### src/rtl/messbauer_velocity_waveform_generator.sv
// Mossbauer drive velocity reference generator.
// Produces a saw-tooth or triangle waveform with programmable amplitude and
// saw-tooth fall step, plus a period-start pulse, a per-period channel index
// and a wrapping period counter. One waveform step per rising edge of `channel`.
// Optional peak dwell: define MESSBAUER_WAVEFORM_PEAK_HOLD_EN to add the
// `peak_hold` input and the HOLD state (the peak is held for peak_hold cycles).
module messbauer_velocity_waveform_generator #(
    parameter int DATA_WIDTH       = 12,
    parameter int INDEX_WIDTH      = 14,
    parameter int PERIOD_CNT_WIDTH = 16
) (
    input  logic                        channel,
    input  logic                        reset,
    input  logic                        enable,
    input  logic                        mode,
    input  logic [DATA_WIDTH-1:0]       amplitude,
    input  logic [DATA_WIDTH-1:0]       reverse_step,
`ifdef MESSBAUER_WAVEFORM_PEAK_HOLD_EN
    input  logic [DATA_WIDTH-1:0]       peak_hold,
`endif
    output logic [DATA_WIDTH-1:0]       out_value,
    output logic                        direction,
    output logic                        period_start,
    output logic [INDEX_WIDTH-1:0]      channel_index,
    output logic [PERIOD_CNT_WIDTH-1:0] period_count,
    output logic                        busy
);

    localparam logic [DATA_WIDTH-1:0]       ZERO_DW = {DATA_WIDTH{1'b0}};
    localparam logic [DATA_WIDTH-1:0]       ONE_DW  = {{(DATA_WIDTH-1){1'b0}}, 1'b1};
    localparam logic [INDEX_WIDTH-1:0]      CI_ZERO = {INDEX_WIDTH{1'b0}};
    localparam logic [INDEX_WIDTH-1:0]      CI_ONE  = {{(INDEX_WIDTH-1){1'b0}}, 1'b1};
    localparam logic [INDEX_WIDTH-1:0]      CI_MAX  = {INDEX_WIDTH{1'b1}};
    localparam logic [PERIOD_CNT_WIDTH-1:0] PC_ZERO = {PERIOD_CNT_WIDTH{1'b0}};
    localparam logic [PERIOD_CNT_WIDTH-1:0] PC_ONE  = {{(PERIOD_CNT_WIDTH-1){1'b0}}, 1'b1};

`ifdef MESSBAUER_WAVEFORM_PEAK_HOLD_EN
    typedef enum logic [1:0] {
        ST_IDLE = 2'd0,
        ST_RISE = 2'd1,
        ST_FALL = 2'd2,
        ST_HOLD = 2'd3
    } state_t;
`else
    typedef enum logic [1:0] {
        ST_IDLE = 2'd0,
        ST_RISE = 2'd1,
        ST_FALL = 2'd2
    } state_t;
`endif

    // Saturating subtraction: the waveform never wraps below zero.
    function automatic logic [DATA_WIDTH-1:0] sat_sub(
        input logic [DATA_WIDTH-1:0] a,
        input logic [DATA_WIDTH-1:0] b
    );
        logic [DATA_WIDTH-1:0] r;
        if (a > b) begin
            r = a - b;
        end else begin
            r = ZERO_DW;
        end
        return r;
    endfunction

    // Fall step: triangle always falls by one; saw-tooth uses reverse_step with 0 read as 1.
    function automatic logic [DATA_WIDTH-1:0] eff_step(
        input logic                  tri_mode,
        input logic [DATA_WIDTH-1:0] rstep
    );
        logic [DATA_WIDTH-1:0] r;
        if (tri_mode) begin
            r = ONE_DW;
        end else if (rstep == ZERO_DW) begin
            r = ONE_DW;
        end else begin
            r = rstep;
        end
        return r;
    endfunction

    state_t                        state_q;
    logic [DATA_WIDTH-1:0]         out_q;
    logic                          dir_q;
    logic                          ps_q;
    logic [INDEX_WIDTH-1:0]        ci_q;
    logic [PERIOD_CNT_WIDTH-1:0]   pc_q;
    logic                          busy_q;
    logic [DATA_WIDTH-1:0]         amp_q;
    logic [DATA_WIDTH-1:0]         step_q;
`ifdef MESSBAUER_WAVEFORM_PEAK_HOLD_EN
    logic [DATA_WIDTH-1:0]         hold_l_q;
    logic [DATA_WIDTH-1:0]         hold_cnt_q;
`endif

    logic [DATA_WIDTH-1:0]         fall_next_d;
    logic [DATA_WIDTH-1:0]         peak_next_d;
    logic [DATA_WIDTH-1:0]         step_new_d;
    logic [INDEX_WIDTH-1:0]        ci_inc_d;
    logic                          start_d;

    assign fall_next_d = sat_sub(out_q, step_q);
    assign peak_next_d = sat_sub(amp_q, step_q);
    assign step_new_d  = eff_step(mode, reverse_step);

    // Next channel index and period-start decision (IDLE exit or zero crossing with enable).
    always_comb begin
        ci_inc_d = ci_q;
        start_d  = 1'b0;
        if (ci_q == CI_MAX) begin
            ci_inc_d = ci_q;
        end else begin
            ci_inc_d = ci_q + CI_ONE;
        end
        case (state_q)
            ST_IDLE: start_d = enable;
            ST_FALL: start_d = enable && (fall_next_d == ZERO_DW);
            default: start_d = 1'b0;
        endcase
    end

    // Waveform state machine with all outputs registered.
    always_ff @(posedge channel) begin
        if (reset) begin
            state_q    <= ST_IDLE;
            out_q      <= ZERO_DW;
            dir_q      <= 1'b0;
            ps_q       <= 1'b0;
            ci_q       <= CI_ZERO;
            pc_q       <= PC_ZERO;
            busy_q     <= 1'b0;
            amp_q      <= ZERO_DW;
            step_q     <= ZERO_DW;
`ifdef MESSBAUER_WAVEFORM_PEAK_HOLD_EN
            hold_l_q   <= ZERO_DW;
            hold_cnt_q <= ZERO_DW;
`endif
        end else if (start_d) begin
            // New period: configuration is only sampled here.
            state_q    <= ST_RISE;
            out_q      <= ZERO_DW;
            dir_q      <= 1'b0;
            ps_q       <= 1'b1;
            ci_q       <= CI_ZERO;
            pc_q       <= pc_q + PC_ONE;
            busy_q     <= 1'b1;
            amp_q      <= amplitude;
            step_q     <= step_new_d;
`ifdef MESSBAUER_WAVEFORM_PEAK_HOLD_EN
            hold_l_q   <= peak_hold;
`endif
        end else begin
            ps_q <= 1'b0;
            case (state_q)
                ST_IDLE: begin
                    state_q <= ST_IDLE;
                end
                ST_RISE: begin
                    ci_q <= ci_inc_d;
                    if (out_q < amp_q) begin
                        out_q <= out_q + ONE_DW;
                    end else begin
`ifdef MESSBAUER_WAVEFORM_PEAK_HOLD_EN
                        if (hold_l_q != ZERO_DW) begin
                            state_q    <= ST_HOLD;
                            out_q      <= amp_q;
                            dir_q      <= 1'b0;
                            hold_cnt_q <= hold_l_q - ONE_DW;
                        end else begin
                            state_q <= ST_FALL;
                            dir_q   <= 1'b1;
                            out_q   <= peak_next_d;
                        end
`else
                        state_q <= ST_FALL;
                        dir_q   <= 1'b1;
                        out_q   <= peak_next_d;
`endif
                    end
                end
`ifdef MESSBAUER_WAVEFORM_PEAK_HOLD_EN
                ST_HOLD: begin
                    ci_q <= ci_inc_d;
                    if (hold_cnt_q == ZERO_DW) begin
                        state_q <= ST_FALL;
                        dir_q   <= 1'b1;
                        out_q   <= peak_next_d;
                    end else begin
                        hold_cnt_q <= hold_cnt_q - ONE_DW;
                    end
                end
`endif
                ST_FALL: begin
                    if (fall_next_d != ZERO_DW) begin
                        out_q <= fall_next_d;
                        ci_q  <= ci_inc_d;
                    end else begin
                        // Fall finished with enable low: park in IDLE.
                        state_q <= ST_IDLE;
                        out_q   <= ZERO_DW;
                        dir_q   <= 1'b0;
                        ci_q    <= CI_ZERO;
                        busy_q  <= 1'b0;
                    end
                end
                default: begin
                    state_q <= ST_IDLE;
                    out_q   <= ZERO_DW;
                    dir_q   <= 1'b0;
                    ci_q    <= CI_ZERO;
                    busy_q  <= 1'b0;
                end
            endcase
        end
    end

    assign out_value     = out_q;
    assign direction     = dir_q;
    assign period_start  = ps_q;
    assign channel_index = ci_q;
    assign period_count  = pc_q;
    assign busy          = busy_q;

endmodule
### config.mk
export PLATFORM = sky130hd
export DESIGN_NAME = messbauer_velocity_waveform_generator
export DESIGN_NICKNAME = d
export VERILOG_FILES = /design/src/rtl/messbauer_velocity_waveform_generator.sv
export SDC_FILE = /design/constraint.sdc
export NUM_CORES = 1
export LEC_CHECK = 0
export ABC_CLOCK_PERIOD_IN_PS = 4400
export CAP_MARGIN = 5
export CORE_ASPECT_RATIO = 1.4
export CORE_MARGIN = 8
export CORE_UTILIZATION = 46
export DETAILED_ROUTE_END_ITERATION = 8
export GPL_ROUTABILITY_DRIVEN = 0
export PLACE_DENSITY = 0.69
export SETUP_SLACK_MARGIN = 0.1
export SLEW_MARGIN = 20
export SYNTH_ARGS = -nofsm -noshare
export SYNTH_HDL_FRONTEND = slang
export SYNTH_SLANG_ARGS = --single-unit
export TNS_END_PERCENT = 20
### constraint.sdc
create_clock -name channel -period 4.4 [get_ports channel]
set_input_delay 0.66 -clock channel [delete_from_list [all_inputs] [get_ports channel]]
set_output_delay 0.66 -clock channel [all_outputs]
set_load 0.005 [all_outputs]
After elaboration in Yosys (flattened, before gate mapping)
Cells that the tools add are included.
W data, S select, Z words.
Word-level totals
  bits in registers: 71
  output and inout bits: 45
  memories: 0
  latch bits: 0
  input port bits: 28
  RAM bits: 0
  bits in read-only memories: 0
Cells by class
  div/mod/pow operators: 0
  order comparisons: 3
  multiply operators: 0
  shift operators: 0
  bitwise gates (word level): 1
  $add $sub $neg: 5
  reduce and logical (&&, ||, !) cells: 11
  multiplexer cells: 21
  equality and inequality tests: 8
Operator list (number)
  $mux W12: 6
  $pmux W14 S3: 1
  $pmux W12 S3: 1
  $mux W14: 2
  $gt A12 B12 Y1: 2
  $logic_not A12 Y1: 2
  $sub A12 B12 Y12: 2
  $add A16 B1 Y16 const B: 1
  $add A14 B1 Y14 const B: 1
  $eq A14 B14 Y1 const B: 1
  $add A12 B1 Y12 const B: 1
  $lt A12 B12 Y1: 1
  $reduce_bool A12 Y1: 1
  $ne A3 B3 Y1 const B: 2
  $reduce_and A2 Y1: 3
  $mux W1: 5
  $mux W2: 2
  $ne A2 B2 Y1 const B: 2
  $pmux W1 S2: 2
  $pmux W2 S2: 1
  $reduce_or A2 Y1: 2
  $pmux W1 S3: 1
  $reduce_and A3 Y1: 1
  $eq A2 B1 Y1 const B: 1
  other kinds (5): 5

Logic depth before layout (Yosys ltp)
Gate-level depths: netlist (run 1).
  depth after elaboration: 7
  depth in mapped cells: 13
  gate-level depth less buffers: 12

Worst setup path before layout (run 1)
OpenSTA, ideal clock, no wires.
  path kind: register to register
  start: register out_q[0], in the netlist out_value[0]
  end: register pc_q[12], in the netlist period_count[12]
  setup slack: 1338 ps
  setup time: 123 ps
  arrival time: 2938 ps
  clock period less this slack: 3062 ps
  buffers on the path: 1
  required time: 4277 ps
  cell stages (with the launch flop): 13
  path through: dfxtp_1 -> inv_1 -> ha_1 -> fa_1 -> nor2b_1 -> o22a_1 -> xnor2_1 -> and2_1 -> o2111ai_1 -> o211a_4 -> buf_6 -> nor4_2 -> mux2_1
Between the ends
  cells in the longest elaborated chain, start to end: 5
  elaborated cells between the ends (all ways): 6
RTL lines
  from (decl): RTL line 83  | logic [DATA_WIDTH-1:0] out_q;
  from (signal assigned): RTL line 161  | out_q <= out_q + ONE_DW;
  from (signal assigned): RTL line 177  | out_q <= peak_next_d;
  from (signal assigned): RTL line 195  | out_q <= fall_next_d;
  $sub A12 B12 Y12 / $gt A12 B12 Y1 (equally long branches): RTL line 59, 58
  $mux W12 (*): RTL line 58  | if (a > b) begin
  $logic_not A12 Y1 (*): RTL line 117  | ST_FALL: start_d = enable && (fall_next_d == ZERO_DW);
  $logic_and A1 B1 Y1 (*): RTL line 117
  $pmux W1 S2 (*): RTL line 115  | case (state_q)
  to (signal assigned): RTL line 145  | pc_q <= pc_q + PC_ONE;
  to (decl): RTL line 87  | logic [PERIOD_CNT_WIDTH-1:0] pc_q;
Mark *: on every way between the ends. The rest lies on a longest branch, timed or not.
A chain may end at the register's enable or synchronous reset.

Worst setup path in the final report (run 1)
  start: register out_q[0], in the netlist out_value[0]
  end: register ci_q[10], in the netlist channel_index[10]
Between the ends
  cells in the longest elaborated chain, start to end: 6
  elaborated cells between the ends (all ways): 10
RTL lines
  $sub A12 B12 Y12 / $gt A12 B12 Y1 (equally long branches): RTL line 59, 58
  $mux W12 (*): RTL line 58
  $logic_not A12 Y1: RTL line 117
  $logic_and A1 B1 Y1: RTL line 117
  $pmux W1 S2: RTL line 115
  $reduce_or A2 Y1 (no line)
  to (signal assigned): RTL line 159  | ci_q <= ci_inc_d;
  to (signal assigned): RTL line 196  | ci_q <= ci_inc_d;
  to (decl): RTL line 86  | logic [INDEX_WIDTH-1:0] ci_q;
Marked as above.

==> qor.yml, run 1 <==
sta:
  worst_pin_slew_ps: 899.5
  hold_slack_ps: 465.8
  fmax_mhz: 276.0
  rsz0062_at_grt: "no"
  fin_setup_tns_ps: 0
  final_hold_viol_count: 0
  setup_viol: 0
  finalCritPeriodShare_pct: 82.34
  finalCriticalPeriod_ps: 3623
  maxSlewViolCount: 0
  relSlewSlack_pct: 40.03
  fin_skew_ps: 11.35
setup_path:
  cp-start-kind: "flip-flop"
  rr_endpoint: "channel_index[10]$_SDFFE_PP0N_"
  worstSetupPathType: "reg -> reg"
  arrival_ps: 3870
  reg2reg_slack_ps: 780
  worstPathMaxFanout: 28
  critPathRequiredTime_ps: 4650
  worstSetupEndpointType: "flip-flop"
  worst-r2r-cell-count: 11
  r2r_start: "out_value[0]$_SDFFE_PP0N_"
synth:
  synth-seq-cells: 71
  yosys.area.top_type: "dfxtp_1"
  syn_nets: 763
  synth_area_um2: 5522
  syn_area_per_cell_um2: 7.979
  synth_most_common_cell: "dfxtp_1"
  ys_types: 79
  synthTopCellsByArea: "dfxtp_1 26%, ha_1 9.3%, a21oi_1 5.7%"
  ys_seq_area_share_pct: 25.74
  synth_cells: 692
  synth_top_area_share_pct: 25.74
  synthArstFlopShare_pct: 0
  synthTopCellsByCount: "71 x dfxtp_1, 63 x a21oi_1, 42 x inv_1"
  ys_warn_count: 0
  synth_ff_type: "dfxtp_1"
  synth_edf_count: 0
placement:
  placed_area_um2: 6301
  hpwl_um: 13550
  placed_cells: 881
  portBuffers: 72
power_and_ir_drop:
  power_density_nw_per_um2: 381.1
  p_leak_nw: 2.452
  peakVddDrop_uv: 213.1
routing:
  avgViaCountPerCell: 6.464
  drt-total-wl_um: 18160
  first_iter_violations: 315
  postRouteAntennaNets: 0
  num_vias: 5792
  first_pass_iters: 5
  drc_errors: 0
  detail_route.wl_per_cell_um: 20.26
worst_hold_path:
  whs_path_depth: 2
  hold_path.class: "reg -> reg"
  hold_start: "direction$_SDFFE_PP0P_"
  worstHoldEndpoint: "direction$_SDFFE_PP0P_"
global_routing:
  grt_max_degree: 53
  use_met2_pct: 39.34
  grtUsageMet1_pct: 24.67
  overflow: 0
  grt_pass1_wl_um: 29330
  antenna_found_initial: 0
  met3_usage_pct: 5.408
  grt_usage_pct: 23.23
  grt_pass1_vias: 5762
  grt_most_used_layer: "met2"
cells_and_area:
  drive_gt1_share_pct: 8.011
  finish.net_count: 816
  final_area_um2: 6646
  fin_util_pct: 56.51
  area_delta_synth_final_pct: 20.37
  fillers: 1138
  final_cell_count_no_fill: 896
  antenna_cells: 0
die:
  fp-row-count: 47
  core_area_um2: 11760
  die_x_um: 108.6
  dieArea_um2: 15810
  ioPinCount: 73
  start_util_pct: 46.95
  die_h_um: 145.6
clock_tree:
  root_buffer: "clkbuf_16"
  cts_num_sinks: 71
  cts_setup_buffers: 0
  clkSlewWorstSetupHoldPaths_ps: 70
  cts_buffers: 9
  postCtsHoldBufs: 0
  cts-resized-gates: 0
  cts_tree: "done"
  htree_num_levels: 3
  clock_path_buffers: 2
  clk_latency_ps: 350
status:
  status: "complete, no violations"
run:
  cap_violations: 0
-- layout make-up --
type / count / area (µm²) / share of cell area [%]
multi-input combinational: 539 / 3751 / 56.44
sequential: 71 / 1421 / 21.39
timing repair buffer: 81 / 783.3 / 11.78
clock buffer: 10 / 239.0 / 3.596
tap: 147 / 183.9 / 2.767
inverter: 43 / 161.4 / 2.428
clock inverter: 5 / 106.4 / 1.600
-- power by group --
| part | internal (W) | leakage, nW | switching [W] |
|---|---|---|---|
| sequential | 0.000676 | 0.575 | 0.0000288 |
| clock | 0.000567 | 0.165 | 0.000300 |
| combinational | 0.000362 | 1.71 | 0.000600 |
| total | 0.00160 | 2.45 | 0.000929 |
-- kinds of logic (layout without fill, tap and decap cells) --
| kind of cell | Yosys count | after routing | synth area share [%] |
|---|---|---|---|
| AND/OR/NAND/NOR | 244 | 244 | 24.45 |
| AO/OA/AOI/OAI | 221 | 221 | 28.03 |
| buffers and inverters | 82 | 139 | 6.367 |
| flip-flops | 71 | 71 | 25.74 |
| adder cells (fa/ha/maj) | 43 | 43 | 10.02 |
| XOR/XNOR | 20 | 20 | 3.172 |
| multiplexers | 11 | 11 | 2.221 |
-- worst max-delay path, stage by stage, from the launching register on --
cell      delay (ps)
dfxtp_1          470
inv_1             80
ha_1             230
fa_1             420
nor2b_1          220
o221a_2          300
o21ai_2          100
a211oi_1         400
nor2_1           150
a31oi_4          640
a41oi_1          220
a311oi_1         300
-- routing by layer --
metal,part of all wire [%],vias to the layer above
met5,0,-
met4,6.2,0
met3,6.1,69
met2,50,219
met1,38,2774
li1,-,2730
-- per-stage QoR --
step / total power (W) / setup slack, ps
floorplan: 0.001404 / 1338
global placement: 0.001632 / 951.0
detailed placement: 0.001654 / 873.9
CTS: 0.002519 / 817.0
global route: 0.002659 / 512.6
finish: 0.002533 / 776.9
-- cells in the final DEF (no fill, tap or decap), types with 33 or more instances in the layout --
| cell type | instances |
|---|---|
| nand2_1 | 33 |
| a21oi_1 | 63 |
| nand3_1 | 38 |
| nor2_1 | 40 |
| inv_1 | 42 |
| clkdlybuf4s50_1 | 71 |
| ha_1 | 41 |
| dfxtp_1 | 71 |
| o21ai_0 | 36 |
-- worst max path at each step --
stage                               from                              to  slack, ps  depth (start not counted)
3_5_place_dp   out_value[0]$_SDFFE_PP0N_   channel_index[5]$_SDFFE_PP0N_        870                         13
2_1_floorplan  out_value[0]$_SDFFE_PP0N_   period_count[12]$_SDFFE_PP0P_       1340                         12
3_3_place_gp   out_value[6]$_SDFFE_PP0N_          direction$_SDFFE_PP0P_        950                          9
4_1_cts        out_value[0]$_SDFFE_PP0N_   channel_index[5]$_SDFFE_PP0N_        820                         13
5_1_grt        out_value[0]$_SDFFE_PP0N_  channel_index[12]$_SDFFE_PP0N_        510                         13
6_report       out_value[0]$_SDFFE_PP0N_  channel_index[10]$_SDFFE_PP0N_        780                         11
-- state kept, by name, summed over array words and instances, names as in the netlist --
| signal | count |
|---|---|
| step_q | 12 |
| out_value | 12 |
| state_q | 2 |
| busy | 1 |
| period_start | 1 |
| direction | 1 |
| period_count | 16 |
| channel_index | 14 |
| amp_q | 12 |
(Power assumes the default switching activity.)
==> inputs of run 2 (changes only) <==
ABC_CLOCK_PERIOD_IN_PS = 2900   (was 4400)
PLACE_DENSITY = 0.71   (was 0.69)
clock period = 2.9 ns   (was 4.4 ns; I/O delays follow)
==> qor.yml, run 2 (synthesized netlist as in run 1, its figures left out) <==
global_routing:
  grt_pass1_vias: 6278
  use_met2_pct: 44.18
  grt_usage_pct: 26.09
  overflow: 0
  grt_max_degree: 34
  grt_most_used_layer: "met2"
  met3_usage_pct: 5.275
  grtUsageMet1_pct: 28.19
  grt_pass1_wl_um: 32770
  antenna_found_initial: 0
cells_and_area:
  fin_util_pct: 68.16
  area_delta_synth_final_pct: 45.18
  final_cell_count_no_fill: 988
  drive_gt1_share_pct: 28.89
  antenna_cells: 0
  multi_input_area_um2: 4349
  fillers: 907
  largest_reg_flops: 16
  most-common-layout-cells: "82 x buf_4, 72 x clkdlybuf4s50_1, 62 x dfxtp_1"
  seq_area_um2: 1440
  finish.net_count: 907
  final_common_cell: "buf_4"
sta:
  finalCriticalPeriod_ps: 3070
  maxSlewViolCount: 0
  relSlewSlack_pct: 58.58
  fin_skew_ps: 8.607
  rsz0062_at_grt: "yes"
  fmax_mhz: 325.8
  worst_pin_slew_ps: 616.8
  worst_slack_ps: -169.6
  finalCritPeriodShare_pct: 105.8
  final_hold_viol_count: 0
  setup_viol: 45
clock_tree:
  root_buffer: "clkbuf_16"
  htree_num_levels: 3
  cts_buffers: 9
  cts_tree: "done"
  cts_num_sinks: 71
  clk_latency_ps: 340
  clock_path_buffers: 2
  clkSlewWorstSetupHoldPaths_ps: 70
power_and_ir_drop:
  total_power_w: 0.004397
  power_density_nw_per_um2: 548.5
  p_leak_nw: 3.011
  peakVddDrop_uv: 341.9
run:
  cap_violations: 0
setup_path:
  r2r_start: "out_value[0]$_SDFFE_PP0N_"
  worstSetupEndpointType: "flip-flop"
  cp-start-kind: "flip-flop"
  cp_cell_sequence: "inv_4 > ha_4 > fa_2 > nor2b_4 > o22a_1 > xnor2_2 > and2_4 > o2111ai_4 > o211a_4 > buf_12 > nor4_2 > mux2_2"
  worstSetupPathType: "reg -> reg"
  critPathRequiredTime_ps: 3130
  startpoint: "out_value[0]$_SDFFE_PP0N_"
  crit_slowest_cell: "fa_2"
  critPathMaxStageDelay_ps: 390
  arrival_ps: 3300
  worstPathMaxFanout: 6
routing:
  detail_route.wl_per_cell_um: 21.89
  drt-total-wl_um: 21630
  num_vias: 6475
  first_pass_iters: 5
  postRouteAntennaNets: 0
  drc_errors: 0
  first_iter_violations: 493
  avgViaCountPerCell: 6.554
placement:
  hpwl_um: 14360
  portBuffers: 72
  place_ws_ps: -222.9
  placed_cells: 952
die:
  ioPinCount: 73
  core_area_um2: 11760
  die_x_um: 108.6
  fp-row-count: 47
  dieArea_um2: 15810
  die_h_um: 145.6
  start_util_pct: 46.95
worst_hold_path:
  hold_path.class: "reg -> reg"
  hold_start: "step_q[10]$_SDFFE_PP0P_"
status:
  status: "complete, but fails checks"
  violations: "setup timing"
run 2: changes by cell type in the layout (fill, tap and decap cells not counted), sizes merged:
cell           change
clkinvlp           +1
bufinv             -3
inv                +3
clkdlybuf4s50      +1
buf               +90
run 2: path summary, 6_finish.rpt:
| path | slack [ps] | endpoint | cells past startpoint |
|---|---|---|---|
| hold / removal | 470 | step_q[10]$_SDFFE_PP0P_ | 2 |
| setup reg to reg | -170 | period_count[10]$_SDFFE_PP0P_ | 12 |
| setup / recovery | -170 | period_count[10]$_SDFFE_PP0P_ | 12 |
| hold reg to reg | 470 | step_q[10]$_SDFFE_PP0P_ | 2 |
run 2: stage by stage:
stage / instance area (µm²) / hold slack (ps) / TNS (ps)
3_5_place_dp: 6948 / 468.9 / -6036
5_1_grt: 8016 / 497.4 / -6183
2_1_floorplan: 5595 / 449.7 / 0
6_report: 8016 / 473.1 / -2766
4_1_cts: 7691 / 477.7 / -172.8
3_3_place_gp: 6948 / 462.3 / -648.2
run 2: worst max-delay path, delay by kind of cell, from the launching register on:
family,cells,cell delay [ps]
xor+xnor,1,150
fa+ha+maj,2,550
flops,1,360
simple gates,3,690
buf+inv,2,180
compound gates,3,650
mux,1,370
run 2: area by class of cell:
type                       instances  area share, %
clock buffer                      10          2.981
clock inverter                     6         0.6243
inverter                          43          2.045
multi-input combinational        539          54.25
sequential                        71          17.96
tap                              147          2.294
timing repair buffer             172          19.84
run 2: metal layers:
layer	part of all wire [%]	routed length (µm)
met5	0	0
met4	7.7	1655
met3	6.9	1489
met2	49	10600
met1	36	7889
run 2: power breakdown:
group | internal (W) | switching, W
Clock | 0.000614 | 0.000485
Combinational | 0.00102 | 0.00121
Sequential | 0.00102 | 0.0000463
Total | 0.00266 | 0.00174
run 2: repair_timing:
item | CTS | global route
pin swaps | 16 | 27
endpoints found under the setup margin | 70 | 71
resized for setup | 72 | 56
setup buffers | 10 | 9
gates cloned | 1 | 0
hold buffers | 0 | 0
==> inputs of run 3 (changes only) <==
ABC_AREA = 0   (was not set)
==> results of run 3 <==
Same layout as run 2: the final DEF is identical, and so are final timing and power.
==> RTL change (settings of run 3) <==
Build with the macro `MESSBAUER_WAVEFORM_PEAK_HOLD_EN` defined.
--- a/src/rtl/messbauer_velocity_waveform_generator.sv
+++ b/src/rtl/messbauer_velocity_waveform_generator.sv
@@ -4,6 +4,8 @@
 // and a wrapping period counter. One waveform step per rising edge of `channel`.
 // Optional peak dwell: define MESSBAUER_WAVEFORM_PEAK_HOLD_EN to add the
 // `peak_hold` input and the HOLD state (the peak is held for peak_hold cycles).
+`define MESSBAUER_WAVEFORM_PEAK_HOLD_EN
+
 module messbauer_velocity_waveform_generator #(
     parameter int DATA_WIDTH       = 12,
     parameter int INDEX_WIDTH      = 14,
Ports: changed (added peak_hold); port bits go from 73 to 85. No check against the original RTL was run, so the function may have changed too.
==> RTL change against run 3 <==
- the flow still finishes with violations (setup timing)
- synthesized area up 16%
- critical path depth up 1
- count of clock-buffer cells in the layout down 1
- sequential cell count up 24
- core utilization down 2.6 points
- setup slack worse by 0.040 ns
- routed wire length down 1.8%
- cell area up 12%
- hold slack worse by 0.017 ns
- critical endpoint is now period_count[7]
Power is not compared: it rests on default switching activity, and its combinational part moved more than twofold at a synthesized area within 25%.
==> RTL change: results (changes against run 3) <==
crit-path leading delay family = compound AO/OA/AOI/OAI gates (was simple AND/OR/NAND/NOR gates)
Nets = 1,112 (was 907)
Synth area leaders = dfxtp_1 30%, ha_1 7.6%, a21oi_1 6.8% (was dfxtp_1 26%, ha_1 9.3%, a21oi_1 5.7%)
Gate Count Post-Synth = 848 (was 692)
sequential fraction of the synthesis area = 29.8% (was 25.7%)
largest net degree at the start of global routing = 33 (was 34)
first-pass GRT wire length = 34.1 mm (was 32.8 mm)
setup slack after layout = -0.210 ns (was -0.170 ns)
post-DP HPWL = 16.1 mm (was 14.4 mm)
GRT Overall Usage = 24.0% (was 26.1%)
vias = 7,033 (was 6,475)
status = finished, violations left (unchanged)
final setup fails = 79 (was 45)
clock skew = 0.0102 ns (was 0.00861 ns)
Avg WL per Cell = 17.4 µm (was 21.9 µm)
commonest cells in the synthesized netlist = 111 x nand2_1, 95 x dfxtp_1, 87 x a21oi_1, 74 x nor2_1, 44 x inv_1 (was 71 x dfxtp_1, 63 x a21oi_1, 42 x inv_1, 41 x ha_1, 40 x nor2_1)
CP max stage cell = or4_1 (was fa_2)
latest clock arrival within the worst-skew pair = 0.36 ns (was 0.34 ns)
Rel. slew slack = 59.7% (was 58.6%)
post-route insts no fill = 1,221 (was 988)
Worst EP arrival = 3.39 ns (was 3.30 ns)
VDD IR max = 0.414 mV
Port Buf Inserts = 84 (was 72)
layout cells sized above 1 = 20.6% (was 28.9%)
CP max FO = 4 (was 6)
failing checks = setup timing (unchanged)
Distinct cells, synth = 66 (was 79)
initial drt markers = 382 (was 493)
Largest stage delay, worst path = 0.53 ns (was 0.39 ns)
fillers = 1,196 (was 907)
==> RTL change: changes by cell type after synthesis, sizes merged, moves of 11 or more <==
cell   change
nand2     +79
a31oi     -12
xor2      +12
a21oi     +24
dfxtp     +24
nor2      +34
nand3     -11
==> RTL change: power breakdown <==
| part | leakage (nW) | switching [mW] | internal (mW) |
|---|---|---|---|
| sequential | 0.777 | 0.200 | 1.50 |
| combinational | 2.64 | 2.82 | 2.64 |
| clock | 0.131 | 0.584 | 0.598 |
| total | 3.54 | 3.60 | 4.74 |
==> RTL change: cell type report <==
type,count,area share [%]
Multi-Input combinational cell,671,50.4
Sequential cell,95,21.3
Timing Repair Buffer,209,20.7
Tap cell,185,2.57
Clock buffer,9,2.50
Inverter,45,1.88
Clock inverter,7,0.668
==> RTL change: worst reg2reg max path, cell delays in order (launching register included) <==
cell and delay [ns]:
dfxtp_4 0.35, inv_2 0.04, ha_4 0.15, inv_2 0.05, fa_2 0.24, nand3_4 0.09
a21o_1 0.21, a31o_1 0.23, a311oi_2 0.25, o211ai_1 0.21, o31ai_4 0.39, nand2_2 0.17
or4_1 0.53, a21oi_1 0.13
==> RTL change: worst paths after layout <==
check | cells past startpoint | endpoint | slack [ns] | startpoint
setup / recovery | 13 | period_count[7] | -0.21 | out_value[0]
hold / removal | 2 | step_q[8] | 0.46 | step_q[8]
setup reg to reg | 13 | period_count[7] | -0.21 | out_value[0]
hold reg to reg | 2 | step_q[8] | 0.46 | step_q[8]
==> RTL change: what timing repair did <==
action / in CTS / in global routing
pin swaps: 17 / 34
hold buffers: 0 / 0
buffers inserted: 3 / 2
hold endpoints to repair: 0 / 0
setup endpoints to repair: 91 / 89
resized for setup: 29 / 34
==> RTL change: cell families after synthesis <==
| logic type | Yosys count | synth area share [%] |
|---|---|---|
| muxes | 6 | 0.941 |
| DFF | 95 | 29.8 |
| buffers and inverters | 82 | 4.92 |
| AOI/OAI and AO/OA | 240 | 24.1 |
| xor gates and xnor gates | 40 | 5.49 |
| adders and majority gates | 41 | 8.27 |
| and+or+nand+nor | 344 | 26.5 |
==> RTL change: routing by layer <==
metal | wire length (µm) | share of wire (%) | vias to the layer above | global-route usage, %
li1 | - | - | 3428 | -
met1 | 8120 | 38 | 3273 | 25.6
met2 | 10700 | 50 | 247 | 41.5
met3 | 1110 | 5.2 | 85 | 4.34
met4 | 1320 | 6.2 | 0 | 16.7
met5 | 0 | 0 | - | 0
==> RTL change: per-stage QoR <==
stage | area (µm²) | setup TNS [ns] | setup slack [ns]
2_1_floorplan | 6480 | -0.112 | -0.0563
5_1_grt | 8990 | -21.88 | -0.381
4_1_cts | 8820 | -2.20 | -0.129
3_5_place_dp | 8360 | -6.94 | -0.244
6_report | 8990 | -5.32 | -0.210
3_3_place_gp | 8360 | -1.08 | -0.180
